`src/rtl/frame_rx_buffer.sv`:
```
// Receive-side frame buffer: stores the byte stream of one frame, tracks CRC_A
// and error flags, and publishes the frame summary one cycle after end of frame.
module frame_rx_buffer #(
  parameter int MAX_BYTES = 64,
  localparam int BW = $clog2(MAX_BYTES + 1)
) (
  input  logic          clk,
  input  logic          rst_n,
  input  logic          soc,
  input  logic          eoc,
  input  logic [7:0]    data,
  input  logic [2:0]    data_bits,
  input  logic          data_valid,
  input  logic          sequence_error,
  input  logic          parity_error,
  output logic          rx_busy,
  output logic          frame_done,
  output logic [BW-1:0] frame_bytes,
  output logic [2:0]    frame_last_bits,
  output logic          crc_ok,
  output logic          err_parity,
  output logic          err_sequence,
  output logic          err_overflow,
  input  logic [BW-1:0] rd_addr,
  output logic [7:0]    rd_data
);

  localparam int AW = $clog2(MAX_BYTES);
  localparam logic [15:0] CRC_INIT = 16'h6363;

  typedef enum logic {IDLE, RX} state_t;

  state_t        state_q, state_d;
  logic [BW-1:0] count_q, count_d;
  logic [15:0]   crc_q, crc_d;
  logic [2:0]    last_bits_q, last_bits_d;
  logic          crc_ok_q, crc_ok_d;
  logic          done_q, done_d;
  logic          err_par_q, err_par_d;
  logic          err_seq_q, err_seq_d;
  logic          err_ovf_q, err_ovf_d;

  logic          wr_en;
  logic [7:0]    wr_data;
  logic [AW-1:0] wr_addr;
  logic          room;
  logic [7:0]    partial_mask;

  logic [7:0]    mem_q [MAX_BYTES];

  // Reflected CRC_A (0x8408), one byte absorbed LSb first.
  function automatic logic [15:0] crc_a_byte(input logic [15:0] crc_in,
                                             input logic [7:0]  d);
    logic [15:0] c;
    c = crc_in;
    for (int i = 0; i < 8; i++) begin
      if (c[0] ^ d[i]) c = (c >> 1) ^ 16'h8408;
      else             c = c >> 1;
    end
    return c;
  endfunction

  assign room         = (count_q < BW'(MAX_BYTES));
  assign wr_addr      = count_q[AW-1:0];
  assign partial_mask = 8'hFF >> (4'd8 - {1'b0, data_bits});

  always_comb begin
    state_d     = state_q;
    count_d     = count_q;
    crc_d       = crc_q;
    last_bits_d = last_bits_q;
    crc_ok_d    = crc_ok_q;
    done_d      = 1'b0;
    err_par_d   = err_par_q;
    err_seq_d   = err_seq_q;
    err_ovf_d   = err_ovf_q;
    wr_en       = 1'b0;
    wr_data     = data;

    if (soc) begin
      // A new start always wins, silently discarding any frame in flight.
      state_d     = RX;
      count_d     = '0;
      crc_d       = CRC_INIT;
      last_bits_d = 3'd0;
      crc_ok_d    = 1'b0;
      err_par_d   = 1'b0;
      err_seq_d   = 1'b0;
      err_ovf_d   = 1'b0;
    end else if (state_q == RX) begin
      if (parity_error)   err_par_d = 1'b1;
      if (sequence_error) err_seq_d = 1'b1;

      if (eoc) begin
        if (data_bits != 3'd0) begin
          if (room) begin
            wr_en       = 1'b1;
            wr_data     = data & partial_mask;
            count_d     = count_q + BW'(1);
            last_bits_d = data_bits;
          end else begin
            err_ovf_d = 1'b1;
          end
        end
        // The partial byte never enters the CRC, so crc_q is already final here.
        crc_ok_d = (crc_q == 16'h0000) && (count_d >= BW'(3)) &&
                   (last_bits_d == 3'd0) &&
                   !err_par_d && !err_seq_d && !err_ovf_d;
        done_d  = 1'b1;
        state_d = IDLE;
      end else if (data_valid) begin
        if (room) begin
          wr_en   = 1'b1;
          count_d = count_q + BW'(1);
          crc_d   = crc_a_byte(crc_q, data);
        end else begin
          err_ovf_d = 1'b1;
        end
      end
    end
  end

  always_ff @(posedge clk or negedge rst_n) begin
    if (!rst_n) begin
      state_q     <= IDLE;
      count_q     <= '0;
      crc_q       <= CRC_INIT;
      last_bits_q <= 3'd0;
      crc_ok_q    <= 1'b0;
      done_q      <= 1'b0;
      err_par_q   <= 1'b0;
      err_seq_q   <= 1'b0;
      err_ovf_q   <= 1'b0;
    end else begin
      state_q     <= state_d;
      count_q     <= count_d;
      crc_q       <= crc_d;
      last_bits_q <= last_bits_d;
      crc_ok_q    <= crc_ok_d;
      done_q      <= done_d;
      err_par_q   <= err_par_d;
      err_seq_q   <= err_seq_d;
      err_ovf_q   <= err_ovf_d;
    end
  end

  // Byte storage is deliberately left out of reset.
  always_ff @(posedge clk) begin
    if (wr_en) mem_q[wr_addr] <= wr_data;
  end

  always_comb begin
    rd_data = 8'h00;
    if (rd_addr < BW'(MAX_BYTES)) rd_data = mem_q[rd_addr[AW-1:0]];
  end

  assign rx_busy         = (state_q == RX);
  assign frame_done      = done_q;
  assign frame_bytes     = count_q;
  assign frame_last_bits = last_bits_q;
  assign crc_ok          = crc_ok_q;
  assign err_parity      = err_par_q;
  assign err_sequence    = err_seq_q;
  assign err_overflow    = err_ovf_q;

endmodule

```
`config.mk`:
```
export PLATFORM = sky130hd
export DESIGN_NAME = frame_rx_buffer
export DESIGN_NICKNAME = d
export VERILOG_FILES = /design/src/rtl/frame_rx_buffer.sv
export SDC_FILE = /design/constraint.sdc
export NUM_CORES = 1
export LEC_CHECK = 0
export ABC_AREA = 1
export BUFFER_PORTS_ARGS = -buffer_cell sky130_fd_sc_hd__buf_2
export CAP_MARGIN = 20
export CORE_ASPECT_RATIO = 0.5
export CORE_UTILIZATION = 45
export CTS_CLUSTER_DIAMETER = 40
export DETAILED_ROUTE_END_ITERATION = 10
export PLACE_DENSITY = 0.58
export SYNTH_ARGS = -nofsm -noshare
export SYNTH_HDL_FRONTEND = slang
export SYNTH_SLANG_ARGS = --single-unit
```
`constraint.sdc`:
```
create_clock -name clk -period 11.7 [get_ports clk]
set_clock_uncertainty 0.1 [all_clocks]
set_input_delay 0 -clock clk [delete_from_list [all_inputs] [get_ports clk]]
set_output_delay 0 -clock clk [all_outputs]
set_load 0.1 [all_outputs]
```
# [Word level (Yosys, flattened, before mapping)]
# Memory sizes are Yosys's and may differ from the RTL's.
# Index checks and enable logic that the tools add are counted.
[word_totals] reg_bits=32 mem_bits_rw=512 inputBits=25 word_cells=160 mem_count=1
[op_classes] addsub=2 n_lt_le_gt_ge=3 eq_ne=1 shift=1 n_mux=107 bitwise_logic=17 reduce_logical=19
[mem_list] memory="mem_q" depth=64 word_bits=8 rd=1 rd_clocked_by_memory_dff=0 write_ports=1 line_no="49" text="logic [7:0] mem_q [MAX_BYTES];"
[ops] op="16-bit 2-to-1 mux" count=48
[ops] op="7-bit 2-to-1 mux" count=9
[ops] op="8-bit 2-to-1 mux" count=6
[ops] op="1-bit 2-to-1 mux" count=36
[ops] op="3-bit 2-to-1 mux" count=8
[ops] op="2-bit NOT with 3-bit output" count=8
[ops] op="16-bit zero test" count=1
[ops] op="7-bit < comparator, second input constant" count=2
[ops] op="8-bit bitwise AND" count=1
[ops] op="2-bit nonzero test" count=4
[ops] op="8-bit by 4-bit >> shifter with 8-bit output, first input constant" count=1
[ops] op="1-bit XOR" count=8
[ops] op="7-bit by 1-bit adder with 7-bit output, second input constant" count=1
[ops] op="7-bit by 2-bit >= comparator with 1-bit output, second input constant" count=1
[ops] op="3-bit nonzero test" count=2
[ops] op="1-bit logical AND" count=5
[ops] op="2-bit AND reduction" count=2
[ops] op="4-bit AND reduction" count=1
[ops] op="4-bit by 3-bit subtractor with 4-bit output, first input constant" count=1
[ops] op="1-bit zero test" count=3
[ops] op="3-bit zero test" count=1
[ops] op="2-bit inequality test, second input constant" count=1

# [Depth between registers and ports, before layout]
[depth] depth_word=56 depth_mapped=13

# [Worst setup path after synthesis]
# No wires, ideal clock.
[synth_path] kind="reg2reg" from="register count_q[6], in the netlist frame_bytes[6]" to="memory mem_q[0][7] (data pin)" arrival_time_ns=4.251 required_ns=10.889 setup_slack_ns=6.638 stages_incl_launch_ff=8 n_path_buf=1 period_less_slack_ns=5.062 path_cell_list="dfrtp_1 > buf_6 > nor2_1 > nand2_1 > inv_1 > o21ai_1 > inv_1 > nor3b_1"
[synth_via] elab_chain_len=6
[synth_lines] element="start: declaration" line_no="34" text="logic [BW-1:0] count_q, count_d;"
[synth_lines] element="start signal: assignment" line_no="136" text="count_q <= count_d;"
[synth_lines] element="7-bit < comparator" line_no="63" text="assign room = (count_q < BW'(MAX_BYTES));"
[synth_lines] element="8-bit 2-to-1 mux" line_no="96" text="if (room) begin"
[synth_lines] element="8-bit 2-to-1 mux" line_no="95" text="if (data_bits != 3'd0) begin"
[synth_lines] element="8-bit 2-to-1 mux" line_no="94" text="if (eoc) begin"
[synth_lines] element="8-bit 2-to-1 mux" line_no="90" text="end else if (state_q == RX) begin"
[synth_lines] element="8-bit 2-to-1 mux" line_no="80" text="if (soc) begin"
[synth_lines] element="net wr_data[7]" line_no="44" text="logic [7:0] wr_data;"
[synth_lines] element="end: declaration" line_no="49"
# The timed path passes the listed nets, and every way through them passes these cells.

# [Worst setup path after layout]
[layout_path] from="input port rd_addr[0]" to="output port rd_data[7]"
[layout_via] elab_chain_len=2 elab_cells_between_ends=3 cone_classes="1 x order compare; 1 x mux; 1 x memory"
[layout_lines] element="start: declaration" line_no="24" text="input logic [BW-1:0] rd_addr,"
[layout_lines] element="memory read 64 x 8 bit / 7-bit < comparator (equally long branches)"
[layout_lines] element="8-bit 2-to-1 mux *" line_no="154" text="if (rd_addr < BW'(MAX_BYTES)) rd_data = mem_q[rd_addr[AW-1:0]];"
[layout_lines] element="end: declaration" line_no="25" text="output logic [7:0] rd_data"
# Every way passes the cells marked *; elsewhere a longest branch is shown, timed or not.

==> flow_summary_export.csv <==
group,metric,value,unit
synth,synthesis.area,0.02311,sq mm
grt,met1_usage,0.3222,
floorplanning,die_width,322.5,um
clock_tree,clock_latency,0.58,ns
grt,top_usage_layer,"met2",
route,dr.pass1.iters,5,
finish,drive_gt1_frac,0.08447,
floorplanning,start_util,0.4583,
route,drt_iter0_drc,1567,
synth,yosysTopAreaCell,"edfxtp_1",
worst_setup_path,required,11.60,ns
place,place_inst,2695,
power_and_ir_drop,share_clk_of_total_power,0.398,
clock_tree,clk_pin_slew_worst_paths,0.05,ns
worst_setup_path,crit_arrival,3.52,ns
floorplanning,rows,58,
clock_tree,ctsRootBufferMaster,"clkbuf_16",
grt,grt_pass1_vias,14730,
finish,num_antenna_cells,0,
power_and_ir_drop,power_switching,1157,uW
synth,synth_cells,2054,
floorplanning,io_pins,49,
power_and_ir_drop,switching_share,0.2549,
grt,grt_use_met2,0.3365,
finish,synthToLayoutAreaGrowth,11.57,%
synth,postSynthAreaPerCell,11.25,sq um
timing,fin_tns_setup,0,ns
hold_path,hold_path_class,"in2reg",
timing,rsz0062_at_grt,"no",
place,dp_hpwl,31350,um
timing,setup_ws,8.079,ns
worst_setup_path,cp-start-kind,"primary input",
grt,overflow,0,
place,gp_congestion,0.8049,
place,port_buffers,48,
worst_setup_path,critPathCaptureType,"output pin",
clock_tree,cts_buffer_depth,3,
flow_run,maxCapViolCount,0,
clock_tree,cts.htree.levels,2,
synth,ys_ff_latch,544,
outcome,status,"finished clean",
power_and_ir_drop,powerDensity,175.9,mW/mm^2
worst_setup_path,critPathKind,"in2out",
finish,multi_input_area,0.006027,sq mm
synth,ys_seq_area_frac,0.7002,
synth,synth_fp_nets,2084,
timing,period_needed,3.621,ns
worst_setup_path,crit_fanout,98,
finish,seq_area,0.01619,sq mm
timing,max_slew_margin,0.3109,
route,via_count,15160,
finish,fin_nets,2116,
timing,fmax,276.2,MHz
clock_tree,clock_sinks,544,
clock_tree,tritoncts,"done",
route,routed_wl,56000,um
power_and_ir_drop,ir_drop,0.0001385,V
route,vias_per_cell,5.375,
power_and_ir_drop,p_comb_frac,0.111,
route,final_antenna_net_count,0,
grt,grt_max_degree,165,
finish,final_common_cell,"nand2_1",
synth,synth_top_area_share,0.6652,
grt,grtUsageMet3,0.03454,
power_and_ir_drop,p_int,3381,uW
floorplanning,coreArea,0.05044,sq mm
power_and_ir_drop,cellLeakagePower,0.009483,uW
finish,nFillCells,4463,
floorplanning,die_h,162.3,um
floorplanning,dieArea,0.05233,sq mm
synth,synth_cell_types,43,
clock_tree,cts_setup_buffers,0,
grt,grt_usage,0.2168,
place,pre_cts_ws,8.144,ns
grt,grt_pass1_wl,86640,um
power_and_ir_drop,power_frac_seq,0.491,
synth,ys_warn_count,0,
finish,layout_common_cells,"nand2_1 (697), edfxtp_1 (512), nand3_1 (445)",
timing,maxSlewViolCount,0,
finish,stdcell_count,2821,
grt,antenna_found_initial,0,
timing,worst_pin_slew,1.030,ns
timing,hold_violations,0,
synth,synth.area.top_cells,"edfxtp_1 (67%), nand2_1 (11%), nand3_1 (9.6%)",
clock_tree,cts_buffers,55,
route,avgRoutedWirePerCell,19.85,um
route,route.detailed.drc,0,
timing,setup_viol,0,
timing,fin_crit_sh,0.3095,
## power groups by stage
stage                     clock network [uW]  logic, uW  registers [uW]
after global placement                     0        483            2270
final                                   1800        505            2230
after detailed placement                   0        489            2270
after CTS                               1830        503            2230
after global routing                    1910        553            2230
after floorplan                            0        319            2310
## synth_stat cells
library cell and count:
or2_2 1, buf_8 1, o22a_1 1, nor3_1 3, buf_6 25, o21ai_0 22, o21a_1 1, inv_6 1
nand2_1 697, inv_1 46, edfxtp_1 512, nor2_1 89, nor2_8 1, a211oi_1 1, dfrtp_1 24, nor4_1 4
xor2_1 14, nand3_1 445, buf_4 21, nor3_2 1, a221oi_1 1, nor2_4 2, buf_1 16, inv_2 5
buf_12 1, o211ai_1 2, buf_2 27, clkbuf_2 2, xnor2_1 9, nor3b_1 1, a31oi_1 1, nand2_4 1
o22ai_1 5, o21ai_1 3, nand3_2 2, nand4_1 2, o21ai_2 1, ha_1 5, dfstp_2 8, clkbuf_1 21
nand2_2 2, a22oi_1 5, a21oi_1 22
## logic make-up after synthesis
logic type      count (synthesis)  synth area share
flops                         544            0.7002
fa+ha+maj                       5          0.002707
simple gates                 1251            0.2310
compound gates                 65           0.01586
buf+inv                       166           0.04146
xor+xnor                       23          0.008715
## state kept, by name, indices dropped and copies added (netlist names)
name	count
crc_ok	1
crc_q	16
rx_busy	1
err_parity	1
frame_done	1
frame_bytes	7
frame_last_bits	3
err_overflow	1
err_sequence	1
mem_q	512
## final timing paths
| check | from | endpoint | slack, ns | depth (start not counted) |
|---|---|---|---|---|
| max | rd_addr[0] | rd_data[7] | 8.08 | 12 |
| min | soc | err_overflow | 0.23 | 3 |
| max reg2reg | frame_bytes[6] | mem_q[35][6] | 8.71 | 5 |
| min reg2reg | crc_q[8] | crc_q[0] | 0.37 | 2 |
| max in group asynchronous | rst_n | crc_q[7] | 10.77 | 4 |
| min in group asynchronous | rst_n | crc_q[5] | 0.54 | 3 |
## metal layers
layer	vias up	routed length (um)
met5	-	0
met1	7413	26260
met2	453	25140
li1	7215	-
met4	0	949
met3	82	3643
## metrics by stage
stage | instance area (sq um) | hold slack [ns] | util | power [uW]
after floorplan | 23110 | -0.3956 | - | 2625
after global placement | 23660 | 0.004363 | 0.4692 | 2752
after detailed placement | 23690 | 0.008804 | 0.4697 | 2759
after CTS | 25790 | 0.1982 | 0.5113 | 4564
after global routing | 25790 | 0.2239 | 0.5113 | 4696
final | 25790 | 0.2263 | 0.5113 | 4537
## worst max-delay path: stages
cell	delay (ns)
buf_6	0.27
inv_6	0.67
buf_4	0.87
nand2_1	0.13
nand3_1	0.12
nand3_1	0.10
nand2_1	0.11
nand2_1	0.08
nand3_1	0.15
nand3_1	0.16
a21oi_1	0.20
buf_2	0.45
## layout make-up
class / count / share of cell area
multi-input cells: 1344 / 0.2337
flip-flops and latches: 544 / 0.6276
inverters: 52 / 0.007957
repair buffers: 89 / 0.02557
clock buffers: 68 / 0.05691
clock inverters: 34 / 0.01475
well taps: 690 / 0.03348
## what timing repair did
action                    4_1_cts  5_1_grt
hold buffers                   24        0
hold endpoints to repair       64        0
gates resized for setup         0        0
No activity file was read; power rests on OpenSTA's default activity.
